==> src/rtl/mem_port_arbiter_if.sv <==
// Bundle of the fetch, data and memory-side signals of mem_port_arbiter.
// master is the arbiter's view; slave is the processor-plus-memory side.
interface mem_port_arbiter_if #(
   parameter int AW = 10,
   parameter int DW = 32
);
   logic          i_req;
   logic [AW-1:0] i_addr;
   logic [DW-1:0] i_rdata;
   logic          i_ack;
   logic          d_req;
   logic          d_we;
   logic [AW-1:0] d_addr;
   logic [DW-1:0] d_wdata;
   logic [DW-1:0] d_rdata;
   logic          d_ack;
   logic          m_en;
   logic          m_we;
   logic [AW-1:0] m_addr;
   logic [DW-1:0] m_wdata;
   logic [DW-1:0] m_rdata;
   logic          m_ack;
   logic          busy;
   logic          err;

   modport master (
      input  i_req, i_addr, d_req, d_we, d_addr, d_wdata, m_rdata, m_ack,
      output i_rdata, i_ack, d_rdata, d_ack, m_en, m_we, m_addr, m_wdata, busy, err
   );

   modport slave (
      output i_req, i_addr, d_req, d_we, d_addr, d_wdata, m_rdata, m_ack,
      input  i_rdata, i_ack, d_rdata, d_ack, m_en, m_we, m_addr, m_wdata, busy, err
   );
endinterface

==> src/rtl/mem_port_arbiter.sv <==
// Shares one single-ported memory between the fetch (I) and load/store (D) ports,
// with alternating priority under contention and a timeout against a hung memory.
//
// state  | meaning
// IDLE   | waiting for a request; grants one when seen
// BUSY   | m_en high, latched request held until m_ack or timeout
// RESP   | one-cycle ack to the winner, requests ignored
module mem_port_arbiter #(
   parameter int              AW       = 10,
   parameter int              DW       = 32,
   parameter int              TIMEOUT  = 15,
   parameter logic [DW-1:0]   ERR_DATA = 32'hDEADBEEF
) (
   input  logic               clk,
   input  logic               reset,
   mem_port_arbiter_if.master bus
);
   typedef enum logic [1:0] {S_IDLE, S_BUSY, S_RESP} state_t;

   localparam logic [7:0] CNT_LAST = 8'(TIMEOUT - 1);

   state_t        state_q, state_d;
   logic          last_d_q, last_d_d;
   logic          win_d_q, win_d_d;
   logic [7:0]    cnt_q, cnt_d;
   logic          m_en_q, m_en_d;
   logic          m_we_q, m_we_d;
   logic [AW-1:0] m_addr_q, m_addr_d;
   logic [DW-1:0] m_wdata_q, m_wdata_d;
   logic          i_ack_q, i_ack_d;
   logic          d_ack_q, d_ack_d;
   logic [DW-1:0] i_rdata_q, i_rdata_d;
   logic [DW-1:0] d_rdata_q, d_rdata_d;
   logic          busy_q, busy_d;
   logic          err_q, err_d;
   logic          grant_is_d;
   logic [DW-1:0] resp_data;

   always_comb begin
      state_d    = state_q;
      last_d_d   = last_d_q;
      win_d_d    = win_d_q;
      cnt_d      = cnt_q;
      m_en_d     = m_en_q;
      m_we_d     = m_we_q;
      m_addr_d   = m_addr_q;
      m_wdata_d  = m_wdata_q;
      i_ack_d    = 1'b0;
      d_ack_d    = 1'b0;
      i_rdata_d  = i_rdata_q;
      d_rdata_d  = d_rdata_q;
      busy_d     = busy_q;
      err_d      = err_q;
      grant_is_d = bus.d_req && (!bus.i_req || !last_d_q);
      resp_data  = bus.m_ack ? bus.m_rdata : ERR_DATA;

      case (state_q)
         S_IDLE: begin
            if (bus.i_req || bus.d_req) begin
               win_d_d   = grant_is_d;
               last_d_d  = grant_is_d;
               m_addr_d  = grant_is_d ? bus.d_addr : bus.i_addr;
               m_we_d    = grant_is_d && bus.d_we;
               m_wdata_d = grant_is_d ? bus.d_wdata : '0;
               cnt_d     = 8'd0;
               m_en_d    = 1'b1;
               busy_d    = 1'b1;
               state_d   = S_BUSY;
            end
         end
         S_BUSY: begin
            // a real m_ack wins over a timeout landing in the same cycle
            if (bus.m_ack || cnt_q == CNT_LAST) begin
               if (win_d_q) d_rdata_d = resp_data;
               else         i_rdata_d = resp_data;
               if (!bus.m_ack) err_d = 1'b1;
               i_ack_d = !win_d_q;
               d_ack_d = win_d_q;
               m_en_d  = 1'b0;
               state_d = S_RESP;
            end else begin
               cnt_d = cnt_q + 8'd1;
            end
         end
         S_RESP: begin
            busy_d  = 1'b0;
            state_d = S_IDLE;
         end
         default: begin
            m_en_d  = 1'b0;
            busy_d  = 1'b0;
            state_d = S_IDLE;
         end
      endcase
   end

   always_ff @(posedge clk or negedge reset) begin
      if (!reset) begin
         state_q   <= S_IDLE;
         last_d_q  <= 1'b0;
         win_d_q   <= 1'b0;
         cnt_q     <= 8'd0;
         m_en_q    <= 1'b0;
         m_we_q    <= 1'b0;
         m_addr_q  <= '0;
         m_wdata_q <= '0;
         i_ack_q   <= 1'b0;
         d_ack_q   <= 1'b0;
         i_rdata_q <= '0;
         d_rdata_q <= '0;
         busy_q    <= 1'b0;
         err_q     <= 1'b0;
      end else begin
         state_q   <= state_d;
         last_d_q  <= last_d_d;
         win_d_q   <= win_d_d;
         cnt_q     <= cnt_d;
         m_en_q    <= m_en_d;
         m_we_q    <= m_we_d;
         m_addr_q  <= m_addr_d;
         m_wdata_q <= m_wdata_d;
         i_ack_q   <= i_ack_d;
         d_ack_q   <= d_ack_d;
         i_rdata_q <= i_rdata_d;
         d_rdata_q <= d_rdata_d;
         busy_q    <= busy_d;
         err_q     <= err_d;
      end
   end

   assign bus.m_en    = m_en_q;
   assign bus.m_we    = m_we_q;
   assign bus.m_addr  = m_addr_q;
   assign bus.m_wdata = m_wdata_q;
   assign bus.i_ack   = i_ack_q;
   assign bus.d_ack   = d_ack_q;
   assign bus.i_rdata = i_rdata_q;
   assign bus.d_rdata = d_rdata_q;
   assign bus.busy    = busy_q;
   assign bus.err     = err_q;
endmodule

==> src/flat_wrapper.sv <==
// flat-port wrapper written by rule: the top's interface ports become plain ports
module mem_port_arbiter_flat 
#(
   parameter int              AW       = 10,
   parameter int              DW       = 32,
   parameter int              TIMEOUT  = 15,
   parameter logic [DW-1:0]   ERR_DATA = 32'hDEADBEEF
)
  (clk, reset, bus_i_req, bus_i_addr, bus_d_req, bus_d_we, bus_d_addr, bus_d_wdata, bus_m_rdata, bus_m_ack, bus_i_rdata, bus_i_ack, bus_d_rdata, bus_d_ack, bus_m_en, bus_m_we, bus_m_addr, bus_m_wdata, bus_busy, bus_err);
  mem_port_arbiter_if #(.AW(AW), .DW(DW)) bus_i ();
  input  logic clk;
  input  logic reset;
  input wire logic [$bits(bus_i.i_req)-1:0] bus_i_req;
  input wire logic [$bits(bus_i.i_addr)-1:0] bus_i_addr;
  input wire logic [$bits(bus_i.d_req)-1:0] bus_d_req;
  input wire logic [$bits(bus_i.d_we)-1:0] bus_d_we;
  input wire logic [$bits(bus_i.d_addr)-1:0] bus_d_addr;
  input wire logic [$bits(bus_i.d_wdata)-1:0] bus_d_wdata;
  input wire logic [$bits(bus_i.m_rdata)-1:0] bus_m_rdata;
  input wire logic [$bits(bus_i.m_ack)-1:0] bus_m_ack;
  output wire logic [$bits(bus_i.i_rdata)-1:0] bus_i_rdata;
  output wire logic [$bits(bus_i.i_ack)-1:0] bus_i_ack;
  output wire logic [$bits(bus_i.d_rdata)-1:0] bus_d_rdata;
  output wire logic [$bits(bus_i.d_ack)-1:0] bus_d_ack;
  output wire logic [$bits(bus_i.m_en)-1:0] bus_m_en;
  output wire logic [$bits(bus_i.m_we)-1:0] bus_m_we;
  output wire logic [$bits(bus_i.m_addr)-1:0] bus_m_addr;
  output wire logic [$bits(bus_i.m_wdata)-1:0] bus_m_wdata;
  output wire logic [$bits(bus_i.busy)-1:0] bus_busy;
  output wire logic [$bits(bus_i.err)-1:0] bus_err;
  assign bus_i.i_req = bus_i_req;
  assign bus_i.i_addr = bus_i_addr;
  assign bus_i.d_req = bus_d_req;
  assign bus_i.d_we = bus_d_we;
  assign bus_i.d_addr = bus_d_addr;
  assign bus_i.d_wdata = bus_d_wdata;
  assign bus_i.m_rdata = bus_m_rdata;
  assign bus_i.m_ack = bus_m_ack;
  assign bus_i_rdata = bus_i.i_rdata;
  assign bus_i_ack = bus_i.i_ack;
  assign bus_d_rdata = bus_i.d_rdata;
  assign bus_d_ack = bus_i.d_ack;
  assign bus_m_en = bus_i.m_en;
  assign bus_m_we = bus_i.m_we;
  assign bus_m_addr = bus_i.m_addr;
  assign bus_m_wdata = bus_i.m_wdata;
  assign bus_busy = bus_i.busy;
  assign bus_err = bus_i.err;
  mem_port_arbiter #(.AW(AW), .DW(DW), .TIMEOUT(TIMEOUT), .ERR_DATA(ERR_DATA)) u_core (.clk(clk), .reset(reset), .bus(bus_i));
endmodule
==> config.mk <==
export PLATFORM = sky130hd
export DESIGN_NAME = mem_port_arbiter_flat
export DESIGN_NICKNAME = d
export VERILOG_FILES = /design/src/rtl/mem_port_arbiter_if.sv /design/src/rtl/mem_port_arbiter.sv /design/src/flat_wrapper.sv
export SDC_FILE = /design/constraint.sdc
export NUM_CORES = 1
export LEC_CHECK = 0
export ABC_AREA = 0
export BUFFER_PORTS_ARGS = -buffer_cell sky130_fd_sc_hd__buf_2
export CORE_ASPECT_RATIO = 0.8
export CORE_UTILIZATION = 43
export CTS_CLUSTER_DIAMETER = 80
export DETAILED_ROUTE_END_ITERATION = 8
export PLACE_DENSITY = 0.8
export SLEW_MARGIN = 5
export SYNTH_ARGS = -nofsm -noshare
export SYNTH_HDL_FRONTEND = slang
export SYNTH_SLANG_ARGS = --single-unit
==> constraint.sdc <==
create_clock -name clk -period 1.6 [get_ports clk]
set_input_delay 0.08 -clock clk [delete_from_list [all_inputs] [get_ports clk]]
set_output_delay 0.08 -clock clk [all_outputs]
set_load 0.03 [all_outputs]
==> results.json <==
{
  "status": "finished with violations",
  "violations": "negative setup slack",
  "holdCritStartpoint": "bus_d_addr[8]",
  "grtUsageMet3_pct": 7.92,
  "netlist_instances": 383,
  "cts_sinks": 123,
  "fp.dieH_um": 97.3,
  "nNetsFinal": 773,
  "portBuffers": 201,
  "fillers": 745,
  "end_kind": "flip-flop",
  "leakage_nw": 3.77,
  "met1_usage_pct": 31.6,
  "cts_buffers": 17,
  "power-per-cell-area_mw_per_mm2": 2230,
  "worstSetupPathType": "flip-flop to flip-flop",
  "die_w_um": 121,
  "use_met2_pct": 46.2,
  "relSlewSlack_pct": 43.7,
  "grt_max_degree": 54,
  "cts_max_path_buffers": 2,
  "cp.arrival_ns": 1.94,
  "grt_pass1_vias": 4802,
  "synth_area_mm2": 0.00488,
  "final_util_pct": 71.6,
  "hp-class": "primary input to flip-flop",
  "ant_nets": 0,
  "viasPerCell": 5.52,
  "crit_start": "u_core.cnt_q[0]",
  "grt_busiest_layer": "met2",
  "multi_input_area_mm2": 0.00176,
  "clk_pin_slew_ns": 0.06,
  "grt_usage_pct": 27.2,
  "fin_crit_sh_pct": 101,
  "hold_violations": 0,
  "worst_slew_pin_slew_ns": 0.843,
  "drt_iter0_drc": 292,
  "rows": 34,
  "wl_per_cell_um": 18.9,
  "synth-async-reset-ratio_pct": 100,
  "cts_tree": "done",
  "period_minus_slack_ns": 1.62,
  "dp_hpwl_um": 9070,
  "ir_worst_vdd_v": 0.00120,
  "drt_pass1_iterations": 4,
  "drc_errors": 0,
  "design_area_mm2": 0.00786,
  "layout.cells.non_filler": 838,
  "tns_ns": -0.0944,
  "grt_pass1_wl_um": 24500,
  "antenna_found_initial": 0,
  "ioPinCount": 202,
  "syn_nets": 475,
  "drive_gt1_share_pct": 43.7,
  "cp_max_fo": 25,
  "synth_area_per_cell_um2": 12.7,
  "layout_commonest_cell": "buf_2",
  "die_area_mm2": 0.0118,
  "rr_startpoint": "u_core.cnt_q[0]",
  "start_util_pct": 44.5,
  "via_count": 4623,
  "drt-total-wl_um": 15900,
  "pre_cts_ws_ns": -0.107,
  "crit_required_ns": 1.92,
  "synth-edff-count": 0,
  "fmax_ghz": 0.616,
  "antenna_cells": 0,
  "clock-root-buffer": "clkbuf_16",
  "drv_cap": 0,
  "fin_worst_skew_ns": 0.00959,
  "grt_setup_unrepaired": "true",
  "routabilityCongestion": 0.854,
  "setup_violations": 12,
  "synth-seq-area-share_pct": 63.0,
  "ys.flop_type": "dfrtp_1",
  "place_area_mm2": 0.00615,
  "htreeDepth": 4,
  "final_cell_mix": "buf_2, dfrtp_1, dlygate4sd3_1, a22o_1, clkbuf_16",
  "seqCellArea_mm2": 0.00308,
  "insertion_delay_ns": 0.41,
  "yosysUniqueCellTypes": 42,
  "placed_cells": 718,
  "crit_path_start_kind": "flip-flop",
  "yosys_warnings": 0,
  "area_growth_pct": 61.1,
  "core-area_mm2": 0.0110,
  "grt_overflow": 0,
  "setup_slack_ns": -0.0232,
  "slew_violations": 0,
  "synth.ff_latch_count": 123
}
## cell families after synthesis
kind of cell             count (synthesis)  share of synthesized area (%)
AO/OA/AOI/OAI                          145                           23.2
adder cells (fa/ha/maj)                  2                          0.512
buffers and inverters                   50                           4.87
flip-flops                             123                           63.0
multiplexers                            10                           2.05
AND/OR/NAND/NOR                         53                           6.31
## registers in the layout, summed over array words and instances (netlist names), 2 cells and up
signal and flops:
u_core.state_q 2, u_core.bus.d_rdata 32, u_core.cnt_q 8, u_core.bus.i_rdata 32, u_core.bus.m_addr 10, u_core.bus.m_wdata 32
## through the flow
| step | hold WS, ns | power [mW] |
|---|---|---|
| after CTS | 0.000808 | 17.0 |
| after detailed placement | 0.0443 | 12.9 |
| final | 0.00284 | 17.5 |
| after floorplan | -0.216 | 10.4 |
| after global routing | 0.00646 | 18.3 |
| after global placement | 0.0402 | 12.6 |
## cells in the mapped netlist (2+ instances only)
cell	count	area share [%]
clkbuf_1	17	1.3
nand3_1	10	1.0
a31oi_1	16	2.1
mux2i_1	10	2.1
inv_1	19	1.5
and2_1	2	0.26
o21ai_0	15	1.5
ha_1	2	0.51
a32o_1	16	3.3
nand2_1	13	1.0
buf_6	3	0.69
dfrtp_1	123	63
nor2_1	16	1.2
buf_2	8	0.82
a22o_1	33	5.9
o32a_1	14	2.9
a2bb2oi_1	20	3.6
a21o_1	2	0.31
nand2_8	2	0.82
a21oi_1	20	2.1
## path summary, 6_finish.rpt
kind,to,slack (ns),cells past startpoint
hold reg to reg,u_core.bus.m_addr[1],0.48,2
setup / recovery,u_core.bus.d_rdata[2],-0.02,7
max in group asynchronous,u_core.state_q[1],0.89,3
setup reg to reg,u_core.bus.d_rdata[2],-0.02,7
min in group asynchronous,u_core.bus.m_wdata[14],0.15,2
hold / removal,u_core.bus.m_addr[8],0.003,3
## area by class of cell
cell class / instances / share of cell area [%]
Clock inverter: 13 / 1.81
Sequential cell: 123 / 39.2
Inverter: 20 / 1.45
Tap cell: 144 / 2.29
Timing Repair Buffer: 309 / 27.2
Clock buffer: 19 / 5.76
Multi-Input combinational cell: 210 / 22.3
## worst max-delay path, cell delays in order, from the launching register on
cell,delay (ns)
dfrtp_1,0.40
inv_2,0.08
ha_4,0.12
nor3b_4,0.23
a21o_4,0.26
nand2_8,0.13
clkinv_16,0.12
a2bb2oi_1,0.19
## routing by layer
metal | wire length, um | vias to the layer above | part of all wire [%]
met5 | 0 | - | 0
met4 | 630 | 0 | 4.0
met1 | 6120 | 2297 | 39
met3 | 842 | 60 | 5.3
met2 | 8270 | 227 | 52
li1 | - | 2039 | -
## power by group
part	leakage (nW)	internal (mW)	total (mW)	switching, mW
Clock	0.278	2.38	3.82	1.44
Combinational	2.00	2.87	8.17	5.30
Sequential	1.49	4.56	5.52	0.967
## what timing repair did
item,in CTS,in global routing
endpoints found under the hold margin,227,0
hold buffers,84,0
gates resized for setup,4,45
gates cloned,0,1
buffers inserted,2,1
setup endpoints to repair,40,58
pin swaps,1,7
Power figures use the tool's default switching activity.
